**src/rtl/wb_write_queue_if.sv**
```systemverilog
// Write-back queue bus bundle: load/ALU producer handshakes, regfile write port,
// two decode-stage forwarding lookups and the occupancy count.
interface wb_write_queue_if #(
    parameter int DEPTH  = 4,
    parameter int DATA_W = 32,
    parameter int NUM_W  = 5
);
    localparam int CNT_W = $clog2(DEPTH) + 1;

    logic              ld_valid;
    logic              ld_ready;
    logic [NUM_W-1:0]  ld_num;
    logic [DATA_W-1:0] ld_data;

    logic              alu_valid;
    logic              alu_ready;
    logic [NUM_W-1:0]  alu_num;
    logic [DATA_W-1:0] alu_data;

    logic              wr_en;
    logic [NUM_W-1:0]  wr_num;
    logic [DATA_W-1:0] wr_data;

    logic [NUM_W-1:0]  fwd0_num;
    logic              fwd0_hit;
    logic [DATA_W-1:0] fwd0_data;
    logic [NUM_W-1:0]  fwd1_num;
    logic              fwd1_hit;
    logic [DATA_W-1:0] fwd1_data;

    logic [CNT_W-1:0]  count;

    // The queue itself.
    modport slave (
        input  ld_valid, ld_num, ld_data,
        input  alu_valid, alu_num, alu_data,
        input  fwd0_num, fwd1_num,
        output ld_ready, alu_ready,
        output wr_en, wr_num, wr_data,
        output fwd0_hit, fwd0_data, fwd1_hit, fwd1_data,
        output count
    );

    // Producers, regfile and decode stage as seen from outside the queue.
    modport master (
        output ld_valid, ld_num, ld_data,
        output alu_valid, alu_num, alu_data,
        output fwd0_num, fwd1_num,
        input  ld_ready, alu_ready,
        input  wr_en, wr_num, wr_data,
        input  fwd0_hit, fwd0_data, fwd1_hit, fwd1_data,
        input  count
    );
endinterface

```
**src/rtl/wb_write_queue.sv**
```systemverilog
// In-order write-back FIFO between the EX/MEM result buses and the regfile write port.
// Loads take priority over ALU results; writes to r0 are swallowed without using a slot.
// Queued values are forwarded to decode until the regfile edge that retires them.
module wb_write_queue #(
    parameter int DEPTH  = 4,
    parameter int DATA_W = 32,
    parameter int NUM_W  = 5
) (
    input  logic            clk,
    input  logic            rst_n,
    wb_write_queue_if.slave bus
);
    localparam int PTR_W = $clog2(DEPTH);
    localparam int CNT_W = PTR_W + 1;

    logic [NUM_W-1:0]  num_q  [DEPTH];
    logic [DATA_W-1:0] data_q [DEPTH];
    logic [PTR_W-1:0]  rd_ptr;
    logic [PTR_W-1:0]  wr_ptr;
    logic [CNT_W-1:0]  count_q;

    logic [CNT_W-1:0]  free;
    logic              need_ld;
    logic              need_alu;
    logic              ld_acc;
    logic              alu_acc;
    logic              pop;

    // Free slots come from the registered count only, so readies never depend on the pop.
    assign free     = CNT_W'(DEPTH) - count_q;
    assign need_ld  = bus.ld_valid  && (bus.ld_num  != '0);
    assign need_alu = bus.alu_valid && (bus.alu_num != '0);

    assign bus.ld_ready  = rst_n && ((bus.ld_num == '0) || (free >= CNT_W'(1)));
    assign bus.alu_ready = rst_n && ((bus.alu_num == '0) ||
                                     (free >= CNT_W'(1) + CNT_W'(need_ld)));

    assign ld_acc  = need_ld  && bus.ld_ready;
    assign alu_acc = need_alu && bus.alu_ready;

    assign pop         = rst_n && (count_q != '0);
    assign bus.wr_en   = pop;
    assign bus.wr_num  = num_q[rd_ptr];
    assign bus.wr_data = data_q[rd_ptr];
    assign bus.count   = count_q;

    // Pointer and occupancy bookkeeping; a load and an ALU result may both land in one cycle.
    // NOTE: sequential state uses non-blocking assignments so every flop samples pre-edge values.
    always_ff @(posedge clk) begin
        if (!rst_n) begin
            rd_ptr  <= '0;
            wr_ptr  <= '0;
            count_q <= '0;
        end else begin
            wr_ptr  <= wr_ptr + PTR_W'(ld_acc) + PTR_W'(alu_acc);
            rd_ptr  <= rd_ptr + PTR_W'(pop);
            count_q <= count_q + CNT_W'(ld_acc) + CNT_W'(alu_acc) - CNT_W'(pop);
        end
    end

    // Entry storage: the load goes in first (older), the ALU result right behind it.
    // NOTE: storage is not reset; an entry is only meaningful while inside the rd_ptr/count window.
    always_ff @(posedge clk) begin
        if (ld_acc) begin
            num_q[wr_ptr]  <= bus.ld_num;
            data_q[wr_ptr] <= bus.ld_data;
        end
        if (alu_acc) begin
            num_q[wr_ptr + PTR_W'(ld_acc)]  <= bus.alu_num;
            data_q[wr_ptr + PTR_W'(ld_acc)] <= bus.alu_data;
        end
    end

    // Forwarding lookup: scan oldest to newest so the newest matching entry wins.
    // NOTE: every output gets a default first so no latch is inferred.
    always_comb begin
        bus.fwd0_hit  = 1'b0;
        bus.fwd0_data = '0;
        bus.fwd1_hit  = 1'b0;
        bus.fwd1_data = '0;
        for (int k = 0; k < DEPTH; k++) begin
            if (CNT_W'(k) < count_q) begin
                if ((bus.fwd0_num != '0) && (num_q[rd_ptr + PTR_W'(k)] == bus.fwd0_num)) begin
                    bus.fwd0_hit  = 1'b1;
                    bus.fwd0_data = data_q[rd_ptr + PTR_W'(k)];
                end
                if ((bus.fwd1_num != '0) && (num_q[rd_ptr + PTR_W'(k)] == bus.fwd1_num)) begin
                    bus.fwd1_hit  = 1'b1;
                    bus.fwd1_data = data_q[rd_ptr + PTR_W'(k)];
                end
            end
        end
        if (!rst_n) begin
            bus.fwd0_hit  = 1'b0;
            bus.fwd0_data = '0;
            bus.fwd1_hit  = 1'b0;
            bus.fwd1_data = '0;
        end
    end
endmodule

```
**src/flat_wrapper.sv**
```systemverilog
// flat-port wrapper written by rule: the top's interface ports become plain ports
module wb_write_queue_flat 
#(
    parameter int DEPTH  = 4,
    parameter int DATA_W = 32,
    parameter int NUM_W  = 5
)
  (clk, rst_n, bus_ld_valid, bus_ld_num, bus_ld_data, bus_alu_valid, bus_alu_num, bus_alu_data, bus_fwd0_num, bus_fwd1_num, bus_ld_ready, bus_alu_ready, bus_wr_en, bus_wr_num, bus_wr_data, bus_fwd0_hit, bus_fwd0_data, bus_fwd1_hit, bus_fwd1_data, bus_count);
  wb_write_queue_if #(.DEPTH(DEPTH), .DATA_W(DATA_W), .NUM_W(NUM_W)) bus_i ();
  input  logic clk;
  input  logic rst_n;
  input wire logic [$bits(bus_i.ld_valid)-1:0] bus_ld_valid;
  input wire logic [$bits(bus_i.ld_num)-1:0] bus_ld_num;
  input wire logic [$bits(bus_i.ld_data)-1:0] bus_ld_data;
  input wire logic [$bits(bus_i.alu_valid)-1:0] bus_alu_valid;
  input wire logic [$bits(bus_i.alu_num)-1:0] bus_alu_num;
  input wire logic [$bits(bus_i.alu_data)-1:0] bus_alu_data;
  input wire logic [$bits(bus_i.fwd0_num)-1:0] bus_fwd0_num;
  input wire logic [$bits(bus_i.fwd1_num)-1:0] bus_fwd1_num;
  output wire logic [$bits(bus_i.ld_ready)-1:0] bus_ld_ready;
  output wire logic [$bits(bus_i.alu_ready)-1:0] bus_alu_ready;
  output wire logic [$bits(bus_i.wr_en)-1:0] bus_wr_en;
  output wire logic [$bits(bus_i.wr_num)-1:0] bus_wr_num;
  output wire logic [$bits(bus_i.wr_data)-1:0] bus_wr_data;
  output wire logic [$bits(bus_i.fwd0_hit)-1:0] bus_fwd0_hit;
  output wire logic [$bits(bus_i.fwd0_data)-1:0] bus_fwd0_data;
  output wire logic [$bits(bus_i.fwd1_hit)-1:0] bus_fwd1_hit;
  output wire logic [$bits(bus_i.fwd1_data)-1:0] bus_fwd1_data;
  output wire logic [$bits(bus_i.count)-1:0] bus_count;
  assign bus_i.ld_valid = bus_ld_valid;
  assign bus_i.ld_num = bus_ld_num;
  assign bus_i.ld_data = bus_ld_data;
  assign bus_i.alu_valid = bus_alu_valid;
  assign bus_i.alu_num = bus_alu_num;
  assign bus_i.alu_data = bus_alu_data;
  assign bus_i.fwd0_num = bus_fwd0_num;
  assign bus_i.fwd1_num = bus_fwd1_num;
  assign bus_ld_ready = bus_i.ld_ready;
  assign bus_alu_ready = bus_i.alu_ready;
  assign bus_wr_en = bus_i.wr_en;
  assign bus_wr_num = bus_i.wr_num;
  assign bus_wr_data = bus_i.wr_data;
  assign bus_fwd0_hit = bus_i.fwd0_hit;
  assign bus_fwd0_data = bus_i.fwd0_data;
  assign bus_fwd1_hit = bus_i.fwd1_hit;
  assign bus_fwd1_data = bus_i.fwd1_data;
  assign bus_count = bus_i.count;
  wb_write_queue #(.DEPTH(DEPTH), .DATA_W(DATA_W), .NUM_W(NUM_W)) u_core (.clk(clk), .rst_n(rst_n), .bus(bus_i));
endmodule
```
**config.mk**
```make
export PLATFORM = sky130hd
export DESIGN_NAME = wb_write_queue_flat
export DESIGN_NICKNAME = d
export VERILOG_FILES = /design/src/rtl/wb_write_queue_if.sv /design/src/rtl/wb_write_queue.sv /design/src/flat_wrapper.sv
export SDC_FILE = /design/constraint.sdc
export NUM_CORES = 1
export LEC_CHECK = 0
export ABC_AREA = 1
export BUFFER_PORTS_ARGS = -buffer_cell sky130_fd_sc_hd__clkbuf_2
export CAP_MARGIN = 20
export CELL_PAD_IN_SITES_DETAIL_PLACEMENT = 1
export CELL_PAD_IN_SITES_GLOBAL_PLACEMENT = 1
export CORE_ASPECT_RATIO = 0.9
export CORE_MARGIN = 4
export CORE_UTILIZATION = 30
export CTS_CLUSTER_SIZE = 10
export DETAILED_ROUTE_END_ITERATION = 8
export GPL_TIMING_DRIVEN = 1
export PLACE_DENSITY = 0.62
export SETUP_SLACK_MARGIN = 0.02
export SLEW_MARGIN = 20
export SYNTH_ARGS = -nofsm -noshare
export SYNTH_HDL_FRONTEND = slang
export SYNTH_SLANG_ARGS = --single-unit
```
**constraint.sdc**
```tcl
create_clock -name clk -period 7.3 [get_ports clk]
set_input_delay 0 -clock clk [delete_from_list [all_inputs] [get_ports clk]]
set_output_delay 0 -clock clk [all_outputs]
set_load 0.03 [all_outputs]
```
==> impl_results.md <==
- Leading area contributor after synthesis: edfxtp_1
- EDFF count, synth: 148
- HP Start: bus_ld_data[8]
- Die X: 235 um
- Full die area: approximately 0.050 mm^2
- Starting DRT DRC Count: 1368
- Leak: 7.23 nW
- Clock slew at reported path FFs: 0.07 ns
- Syn. warnings: 0
- Outcome: completed
- Yosys reg bits: 155
- DR DRC count: 0
- Total Routing Usage GR: 23.4%
- Sum Neg Setup Slack: 0 ns
- Clock Skew: 0.00705 ns
- CTS Buf Count: 17
- Initial Util: 30.5%
- Final Routed Wirelength: 59700 um
- Fin. Hold Viols: 0
- Vias/cell: between 5 and 6
- CP startpoint kind: flop
- Post-DP HPWL: 44500 um
- IO buf count: 196
- Synth top area share: about a third
- Synth cell types: 35
- Nets@finish: 2532
- Wire per inst: just under 20 um
- CP endpoint kind: primary output
- Reg-to-Reg Start: u_core.bus.count[0]
- Syn avg cell area: between 6 and 7 um^2
- Syn_nets: roughly 2400
- Final Wtd Congestion: ~0.9
- Fmax: roughly 220 MHz
- Root buffer cell: clkbuf_16
- Peak VDD IR: between 0.00015 and 0.0002 V
- RSZ-0062 raised after global routing: no
- Post-synthesis sequential area ratio: between 30 and 40%
- I/O pin count: 197
- Power Dens Cells: 341 mW/mm^2
- Crit path time final: 4.64 ns
- Max-Cap Viols: 0
- Mapped Area: 0.0139 mm^2
- Worst endpoint data arrival time: 4.64 ns
- Std cell rows: 74
- Fin util: between 30% and 40%
- 1st-pass router iterations: 5
- Syn Inst Count: 2259
- Final setup violation count: 0
- Initial antenna violation count: 0
- Clock latency on the worst-skew pair: 0.42 ns
- H-Tree Depth: 4
- Critical path fanouts, max: 86
- Total core area: 0.0456 mm^2
- Ranking of synthesized cells by area: edfxtp_1 (32%), nand2_1 (21%), o21ai_0 (14%), nor2_1 (8.0%), inv_1 (6.0%)
- HP Class: input port to flop
- CTS sink count: 155
- Largest net degree at the start of global routing: around 130
- CP required: 7.30 ns
- Grt total ovfl: 0
- Post-CTS Setup Bufs: 0
- Crit path launch: u_core.rd_ptr[1]
- Pins Over Slew Limit: 0
- ANT nets after route: 0
- Layout cells sized above 1: between 10% and 20%
- Die H: 212 um
- First-pass GRT wire length: 91200 um
- Least-Margin Pin Slew: 1.12 ns
- Main synth FF type: edfxtp_1
- Ratio of final minimum period to clock period: between 60% and 70%
- Vias in the first global route: between 10000 and 15000
- Area grow syn2layout: 19.3%
- Most instantiated cells after synthesis: nand2_1 (770), o21ai_0 (393), nor2_1 (295)
- WS Path Type: flop to primary output
- Max_slew headroom: 25.6%
- Clock buffer depth: 2
- CTS tree: done
- Number of diodes: 0
- Asr flop ratio synth: 0%
- Top-count cell post-synth: nand2_1
- Via count: around 15000
-- through the flow --
stage,total power [mW],hold WS [ns],std cells,cell area (um^2),setup WS (ns)
global placement,4.59,0.325,2926,15000,2.91
global route,6.08,0.0229,3052,16600,2.23
floorplan,3.56,0.0935,2259,13900,2.76
finish,5.66,0.00967,3052,16600,2.66
CTS,5.61,0.000491,3049,16500,2.64
detailed placement,4.67,0.327,2926,15000,2.81
-- critical path: stages (launching register included) --
cell and delay (ns):
dfxtp_2 0.35, buf_4 0.61, nand2_1 0.20, nand2_4 0.46, buf_4 0.69, nand2_1 0.20
nand3_1 0.13, nand2_1 0.07, nor2_1 0.13, nand3_2 0.08, buf_4 0.34, nor2_1 0.20
nor2_1 0.06, nand2_1 0.10, nand2_1 0.07, a21oi_2 0.17, clkbuf_2 0.25
-- placed cells by master, fill, tap and decap left out, drive strengths merged --
cell type / instances
clkbuf: 213
o21ai: 422
dlygate4sd3: 91
a31oi: 1
xor2: 5
inv: 229
a21oi: 69
nand3: 122
edfxtp: 148
nand2: 775
buf: 18
nor3: 8
clkinv: 9
or2: 1
bufinv: 2
nor2: 298
ha: 11
dfxtp: 7
nor4: 1
xnor2: 1
nand4: 2
a31o: 2
fa: 2
o211ai: 2
o21bai: 2
clkinvlp: 3
-- area by class of cell --
type | instances | area [um^2]
Timing Repair Buffer | 305 | 2080
Clock buffer | 17 | 425
Sequential cell | 155 | 4590
Multi-Input combinational cell | 1724 | 7720
Tap cell | 608 | 761
Clock inverter | 15 | 165
Fill cell | 5966 | 29000
Inverter | 228 | 861
-- metal layers --
layer	global-route usage [%]	routed length, um
met4	3.69	607
met2	30.0	22000
met1	40.4	33600
met3	3.40	3530
met5	0	0
-- flip-flops by register name (all words and copies together) (netlist names) --
| name | count |
|---|---|
| u_core.data_q | 128 |
| u_core.num_q | 20 |
| u_core.bus.count | 3 |
| u_core.rd_ptr | 2 |
| u_core.wr_ptr | 2 |
-- where the power goes --
group	switching (mW)	internal (mW)	total, mW
Sequential	0.155	1.22	1.38
Combinational	2.57	0.820	3.39
Clock	0.382	0.508	0.890
Total	3.11	2.55	5.66
-- final timing paths --
path / cells past startpoint / end / slack (ns)
setup / recovery: 16 / bus_fwd1_data[21] / 2.66
hold / removal: 3 / u_core.data_q[1][8] / 0.01
setup reg to reg: 16 / u_core.data_q[3][17] / 3.09
hold reg to reg: 4 / u_core.wr_ptr[1] / 0.75
-- logic make-up (layout without fill, tap and decap cells) --
group | count (synthesis) | after routing | synth area share, %
buffers and inverters | 380 | 565 | 12.1
xor gates and xnor gates | 6 | 6 | 0.377
AOI/OAI and AO/OA | 498 | 498 | 19.2
DFF | 155 | 155 | 32.9
and+or+nand+nor | 1207 | 1207 | 34.1
adders and majority gates | 13 | 13 | 1.28
-- repair_timing --
| action | in CTS | in global routing |
|---|---|---|
| gates resized for setup | 0 | 0 |
| hold endpoints to repair | 136 | 0 |
| hold buffers | 91 | 0 |
(Power assumes the default switching activity.)
